**src/rtl/reg_file_access_ctrl_pkg.sv**
```systemverilog
// Shared types and default widths for the register-file access controller.
package reg_file_access_ctrl_pkg;

  localparam int DEF_DATA_W = 16;
  localparam int DEF_ADDR_W = 2;

  typedef enum logic [2:0] {
    ST_IDLE      = 3'd0,
    ST_WRITE     = 3'd1,
    ST_READ      = 3'd2,
    ST_READ_WAIT = 3'd3,
    ST_RESP      = 3'd4
  } state_t;

endpackage

```
**src/rtl/reg_file_access_ctrl.sv**
```systemverilog
// Single-command register-file access controller: accepts one read/write command,
// drives a one-cycle strobe to the register file, and holds the response until accepted.
module reg_file_access_ctrl
  import reg_file_access_ctrl_pkg::*;
#(
  parameter int DATA_W = DEF_DATA_W,
  parameter int ADDR_W = DEF_ADDR_W
) (
  input  logic              CLK,
  input  logic              RST,
  input  logic              cmd_valid,
  output logic              cmd_ready,
  input  logic              cmd_write,
  input  logic [ADDR_W-1:0] cmd_addr,
  input  logic [DATA_W-1:0] cmd_wdata,
  output logic              rsp_valid,
  input  logic              rsp_ready,
  output logic              rsp_write,
  output logic [DATA_W-1:0] rsp_rdata,
  output logic              Wr_Enable,
  output logic              Rd_Enable,
  output logic [ADDR_W-1:0] Address,
  output logic [DATA_W-1:0] Wr_Data,
  input  logic [DATA_W-1:0] Rd_Data,
  output logic [7:0]        txn_count
);

  state_t state;

  always_ff @(posedge CLK or negedge RST) begin
    if (!RST) begin
      state     <= ST_IDLE;
      cmd_ready <= 1'b1;
      rsp_valid <= 1'b0;
      rsp_write <= 1'b0;
      rsp_rdata <= '0;
      Wr_Enable <= 1'b0;
      Rd_Enable <= 1'b0;
      Address   <= '0;
      Wr_Data   <= '0;
      txn_count <= 8'd0;
    end else begin
      case (state)
        ST_IDLE: begin
          if (cmd_valid) begin
            // Command fields are captured here; upstream may change them afterwards.
            cmd_ready <= 1'b0;
            Address   <= cmd_addr;
            Wr_Data   <= cmd_wdata;
            if (cmd_write) begin
              state     <= ST_WRITE;
              Wr_Enable <= 1'b1;
            end else begin
              state     <= ST_READ;
              Rd_Enable <= 1'b1;
            end
          end
        end

        ST_WRITE: begin
          state     <= ST_RESP;
          Wr_Enable <= 1'b0;
          rsp_valid <= 1'b1;
          rsp_write <= 1'b1;
          rsp_rdata <= '0;
        end

        ST_READ: begin
          state     <= ST_READ_WAIT;
          Rd_Enable <= 1'b0;
        end

        // Register file presents read data one edge after the strobe.
        ST_READ_WAIT: begin
          state     <= ST_RESP;
          rsp_valid <= 1'b1;
          rsp_write <= 1'b0;
          rsp_rdata <= Rd_Data;
        end

        ST_RESP: begin
          if (rsp_ready) begin
            state     <= ST_IDLE;
            rsp_valid <= 1'b0;
            cmd_ready <= 1'b1;
            txn_count <= txn_count + 8'd1;
          end
        end

        default: begin
          state     <= ST_IDLE;
          cmd_ready <= 1'b1;
          rsp_valid <= 1'b0;
          Wr_Enable <= 1'b0;
          Rd_Enable <= 1'b0;
        end
      endcase
    end
  end

endmodule

```
**config.mk**
```make
export PLATFORM = sky130hd
export DESIGN_NAME = reg_file_access_ctrl
export DESIGN_NICKNAME = d
export VERILOG_FILES = /design/src/rtl/reg_file_access_ctrl_pkg.sv /design/src/rtl/reg_file_access_ctrl.sv
export SDC_FILE = /design/constraint.sdc
export NUM_CORES = 1
export LEC_CHECK = 0
export BUFFER_PORTS_ARGS = -buffer_cell sky130_fd_sc_hd__clkbuf_2
export CAP_MARGIN = 30
export CORE_ASPECT_RATIO = 1.2
export CORE_MARGIN = 5
export CORE_UTILIZATION = 43
export CTS_CLUSTER_SIZE = 12
export DETAILED_ROUTE_END_ITERATION = 10
export PLACE_DENSITY = 0.74
export SKIP_CTS_REPAIR_TIMING = 1
export SLEW_MARGIN = 20
export SYNTH_ARGS = -nofsm -noshare
export SYNTH_HDL_FRONTEND = slang
export SYNTH_SLANG_ARGS = --single-unit
```
**constraint.sdc**
```tcl
create_clock -name CLK -period 1.5 [get_ports CLK]
set_input_delay 0.3 -clock CLK [delete_from_list [all_inputs] [get_ports CLK]]
set_output_delay 0.3 -clock CLK [all_outputs]
set_load 0.005 [all_outputs]
```
==> metrics, run 1 <==
Fin. Hold Viols=0; Worst setup SP type=register; Routability Congestion=approximately 0.76; vias=between 1500 and 2000; Commonest cells post-synth=49 x dfrtp_1, 39 x nand2_1, 18 x o21ai_0, 10 x mux2_4, 8 x mux2_2; first-pass GRT wire length=between 7000 and 8000 microns; ys async rst share=100%; drt first-iter violations=27; status=finished clean; Worst Path Arrival=between 1.5 and 2 ns; core area=between 4000 and 5000 sq um; worst skew pair latency=approximately 0.3 ns; worst reg-to-reg path cell count=4; worst-path fanout max=18; leak pwr=approximately 1.4 nW; port bufs=85; Post-Syn Instances=173; DP HPWL=3300 microns; register-to-register setup slack=0.14 ns; clk buf depth=2; Total GRT Usage=14.7%; #FFs+latches synth=50; Final setup viols=0; WHS Path Cells=3; total power=5.49 mW; Peak VDD IR=978 uV; max-cap violations=0; crit share post-route=90.7%; Die Wd=73.3 microns; Slew Viols, Final=0; post-synth design cell area=~2100 sq um; worst endpoint required time=roughly 1.7 ns; sequential area share after synthesis=approximately three fifths; vias in the first global route=around 1600; chip height=~86 microns; FF/Latch Area=between 1000 and 1500 sq um; dominant synthesized flop cell=dfrtp_1; top cells by area, synth=dfrtp_1 59%, mux2_4 7.3%, nand2_1 7.1%; synth warn=0; DRC violations left=0; Yosys top cell by area=dfrtp_1; Hold Path End=rsp_rdata[6]; antenna violations before repair=0; Overflow after GRT=0; Clock Skew=just over 0.009 ns; post-detailed-route wirelength per cell=around 13 microns; crit-path max cell delay=approximately 0.38 ns; Antenna Nets Post-Route=0; CTS HTree Levels=2; fmax=735 MHz; Initial Util=around 45%; RSZ-0062 raised after global routing=false; top cell type's share of synthesized area=slightly below 60%; Yosys cell types=29; fraction of final layout cells sized beyond drive strength 1=between 40% and 50%; most frequent cell after synthesis=dfrtp_1; routed wire length=between 4000 and 5000 microns; Num CTS Buffers=5; Least-Margin Pin Slew=roughly 0.34 ns; pin count of the biggest net entering global routing=36; Synth Area per Inst=12.0 sq um; hold path start=Rd_Data[6]; Rel. slew slack=between 70 and 80%; Inserted Diodes=0; Final min period=about 1.4 ns; die area=~6300 sq um; CTS root buf=clkbuf_8; Worst R2R End=Wr_Data[5]; Slowest-stage cell, CP=dfrtp_1; site row count=27; crit path cell chain=nand2b_4, nor3_4, buf_12, mux2_2; Mapped Nets=around 210; worst r2r src=state[2]; Nets=approximately 300; Pwr Density=2020 nW/um^2; CP Class=reg2reg; # fillers=roughly 390; Boundary Pins=86; number of flops mapped to enable cells by yosys=0; Crit. End Element=register; area of the multi-input gates=roughly 740 sq um; Reg clk slew, reported paths=roughly 0.09 ns; drt pass-1 iters=4; Clock Sink Count=50; Via density=~4.8; HP Class=in2reg; TritonCTS clock tree=yes; P&R area growth vs syn=31.5%; TNS Setup=0 ns
## sequential cells by signal, indices dropped and copies added (netlist names)
| name | count |
|---|---|
| Wr_Data | 16 |
| rsp_rdata | 16 |
| txn_count | 8 |
| state | 3 |
| Address | 2 |
| Rd_Enable | 1 |
| Wr_Enable | 1 |
| cmd_ready | 1 |
| rsp_valid | 1 |
| rsp_write | 1 |
## metal layers
layer | vias to the layer above | part of all wire, % | global-route usage [%]
li1 | 761 | - | -
met1 | 729 | 42 | 17.8
met2 | 58 | 48 | 24.2
met3 | 4 | 9.3 | 5.16
met4 | 0 | 0.68 | 4.94
met5 | - | 0 | 0
## where the power goes
group          total [mW]  switching, mW  internal [mW]
Sequential           2.37          0.391           1.98
Combinational        2.20          0.992           1.21
Clock               0.913          0.413          0.499
Total                5.49           1.80           3.69
## through the flow
stage	cell area [sq um]	worst slack (ns)	hold slack [ns]	instances	utilization, %
2_1_floorplan	2070	-0.0571	0.00441	173	-
3_3_place_gp	2600	0.174	0.218	314	56.3
3_5_place_dp	2600	0.145	0.214	314	56.3
4_1_cts	2710	0.126	-0.116	322	58.6
5_1_grt	2720	0.0244	0.211	323	58.8
6_report	2720	0.139	0.213	323	58.8
## kinds of logic after synthesis
group	share of synthesized area [%]
flip-flops	60.6
AO/OA/AOI/OAI	7.26
multiplexers	11.6
XOR/XNOR	2.96
buffers and inverters	3.63
AND/OR/NAND/NOR	13.4
adder cells (fa/ha/maj)	0.605
## worst max path at each step
stage              endpoint      from  cells past startpoint
2_1_floorplan    Address[0]  state[2]                      5
3_5_place_dp   txn_count[7]  state[0]                      3
6_report         Wr_Data[5]  state[2]                      4
4_1_cts        txn_count[7]  state[1]                      3
5_1_grt        txn_count[7]  state[1]                      3
3_3_place_gp   txn_count[7]  state[1]                      3
## area by class of cell
type | count | share of cell area [%]
sequential | 50 | 46.0
multi-input combinational | 110 | 27.2
timing repair buffer | 95 | 19.9
clock buffer | 7 | 2.81
tap | 58 | 2.67
clock inverter | 1 | 1.10
inverter | 2 | 0.276
## worst max-delay path: cells and delay by family (launching register included)
family,cells,cell delay (ns)
buf+inv,1,0.19
flops,1,0.38
mux,1,0.36
simple gates,2,0.31
## cell usage in the layout, fill, tap and decap left out, drive strengths merged
cell type / netlist / final
a21oi: 4 / 4
a32o: 2 / 2
and4bb: 1 / 1
buf: 4 / 9
bufinv: 0 / 1
clkbuf: 7 / 92
dfrtp: 49 / 49
dfstp: 1 / 1
dlygate4sd3: 0 / 1
ha: 1 / 1
inv: 2 / 2
mux2: 18 / 18
nand2: 39 / 39
nand2b: 2 / 2
nand3: 2 / 2
nand4: 1 / 1
nand4bb: 1 / 1
nor2: 4 / 4
nor3: 5 / 5
nor4: 1 / 1
o21ai: 19 / 19
o21bai: 2 / 2
or3: 1 / 1
xnor2: 3 / 3
xor2: 4 / 4
No activity file was read; power rests on OpenSTA's default activity.
==> inputs of run 2 (changes only) <==
--- a/config.mk
+++ b/config.mk
@@ -8,7 +8,7 @@
 export BUFFER_PORTS_ARGS = -buffer_cell sky130_fd_sc_hd__clkbuf_2
 export CAP_MARGIN = 30
 export CORE_ASPECT_RATIO = 1.2
-export CORE_MARGIN = 5
+export CORE_MARGIN = 2
 export CORE_UTILIZATION = 43
 export CTS_CLUSTER_SIZE = 12
 export DETAILED_ROUTE_END_ITERATION = 10
==> metrics, run 2 (synthesized netlist as in run 1, its figures left out) <==
Via density=4.76 (was 4.80); crit path cell chain=nand4bb_2, nor4_2, xor2_1 (was nand2b_4, nor3_4, buf_12, mux2_2); total power=5.62 mW (was 5.49 mW); worst r2r src=state[1] (was state[2]); most common cell after layout, fill and taps aside=clkbuf_2 (unchanged); RSZ-0062 raised after global routing=false (unchanged); leak pwr=1.40 nW (about the same); drt pass-1 iters=4 (unchanged); fraction of final layout cells sized beyond drive strength 1=47.1% (was 46.4%); drt first-iter violations=41 (was 27); post-detailed-route wirelength per cell=12.4 microns (was 13.2 microns); CTS root buf=clkbuf_8 (unchanged); most frequent cells in the layout=85 x clkbuf_2, 49 x dfrtp_1, 39 x nand2_1 (unchanged); Clock Sink Count=50 (unchanged); chip height=80.0 microns (was 86.0 microns); P&R area growth vs syn=31.6% (was 31.5%); # fillers=396 (was 393); CP Capture Point=txn_count[7] (was Wr_Data[5]); pin count of the biggest net entering global routing=35 (was 36); CTS HTree Levels=2 (unchanged); clk buf depth=2 (unchanged); Pwr Density=2070 nW/um^2 (was 2020 nW/um^2); Num CTS Buffers=5 (unchanged); Least-Margin Pin Slew=0.344 ns (about the same); Clock Skew=0.00839 ns (was 0.00907 ns); status=finished clean (unchanged); Initial Util=45.0% (was 44.7%); Routability Congestion=0.756 (was 0.761); Min Hold Slack=0.217 ns (was 0.213 ns); Worst setup SP type=register (unchanged); HP Class=in2reg (unchanged); Final min period=1.37 ns (was 1.36 ns); Rel. slew slack=77.0% (was 77.1%); Slowest-stage cell, CP=dfrtp_1 (unchanged); antenna violations before repair=0 (unchanged); Setup crit start=state[1] (was state[2]); Antenna Nets Post-Route=0 (unchanged); register-to-register setup slack=0.13 ns (was 0.14 ns); Peak VDD IR=902 uV (was 978 uV); Inserted Diodes=0 (unchanged); Reg clk slew, reported paths=0.09 ns (about the same); Fin. Hold Viols=0 (unchanged); Nets=302 (was 304); port bufs=85 (unchanged); die area=5380 sq um (was 6300 sq um); worst endpoint required time=1.72 ns (was 1.68 ns); Regs by FF count=Wr_Data x16, rsp_rdata x16, txn_count x8 (unchanged); vias=1528 (was 1552); Overflow after GRT=0 (unchanged); first-pass GRT wire length=6690 microns (was 7260 microns); worst-path fanout max=6 (was 18); Boundary Pins=86 (unchanged); vias in the first global route=1542 (was 1616); DRC violations left=0 (unchanged); Total GRT Usage=16.7% (was 14.7%); worst reg-to-reg path cell count=3 (was 4); max-cap violations=0 (unchanged); site row count=27 (unchanged); core area=4590 sq um (was 4630 sq um); Crit. End Element=register (unchanged); Die Wd=67.3 microns (was 73.3 microns); Final setup viols=0 (unchanged); DP HPWL=3020 microns (was 3300 microns); worst skew pair latency=0.30 ns (about the same); TritonCTS clock tree=yes (unchanged); crit share post-route=91.0% (was 90.7%); fmax=732 MHz (was 735 MHz); crit-path max cell delay=0.45 ns (was 0.38 ns); CP Class=reg2reg (unchanged); TNS Setup=0 ns (unchanged); routed wire length=3970 microns (was 4270 microns); Worst R2R End=txn_count[7] (was Wr_Data[5]); Worst Path Arrival=1.59 ns (was 1.54 ns); Slew Viols, Final=0 (unchanged)
## run 2: worst max-delay path: cells and delay by family (launching register included)
| kind | cells | cell delay, ns |
|---|---|---|
| xor+xnor | 1 | 0.16 |
| flops | 1 | 0.45 |
| simple gates | 2 | 0.67 |
## run 2: how the worst min path moves through the flow
stage                     cells past startpoint            to       start
final                                         3  rsp_rdata[3]  Rd_Data[3]
after global routing                          3  rsp_rdata[1]  Rd_Data[1]
after CTS                                     2  rsp_rdata[9]         RST
after detailed placement                      2  rsp_rdata[9]         RST
after global placement                        2  rsp_rdata[9]         RST
after floorplan                               0    Address[0]         RST
## run 2: area by class of cell
cell class | instances | area [sq um] | area share [%]
Inverter | 2 | 7.51 | 0.276
Clock inverter | 2 | 60.1 | 2.21
Multi-Input combinational cell | 110 | 746 | 27.4
Sequential cell | 50 | 1250 | 46.0
Clock buffer | 6 | 82.6 | 3.03
Tap cell | 58 | 72.6 | 2.67
Timing Repair Buffer | 93 | 500 | 18.4
## run 2: stage by stage
stage / util (%) / worst slack (ns) / cell area, sq um / std cells
floorplan: - / -0.0571 / 2070 / 173
global placement: 55.8 / 0.105 / 2560 / 312
detailed placement: 55.8 / 0.0939 / 2560 / 312
CTS: 58.9 / 0.0662 / 2710 / 320
global route: 59.2 / 0.0406 / 2720 / 321
finish: 59.2 / 0.135 / 2720 / 321
## run 2: where the power goes
part | leakage (nW) | internal [mW] | switching, mW
registers | 0.632 | 1.98 | 0.393
clock network | 0.0714 | 0.711 | 0.425
logic | 0.692 | 1.16 | 0.956
## run 2: metal layers
layer | vias to the layer above | share of wire [%] | track usage, % | wire length (microns)
met2 | 61 | 48 | 28.6 | 1910
met1 | 703 | 42 | 18.6 | 1650
met4 | 0 | 1.5 | 6.12 | 61
li1 | 757 | - | - | -
met3 | 7 | 8.6 | 5.92 | 340
met5 | - | 0 | 0 | 0
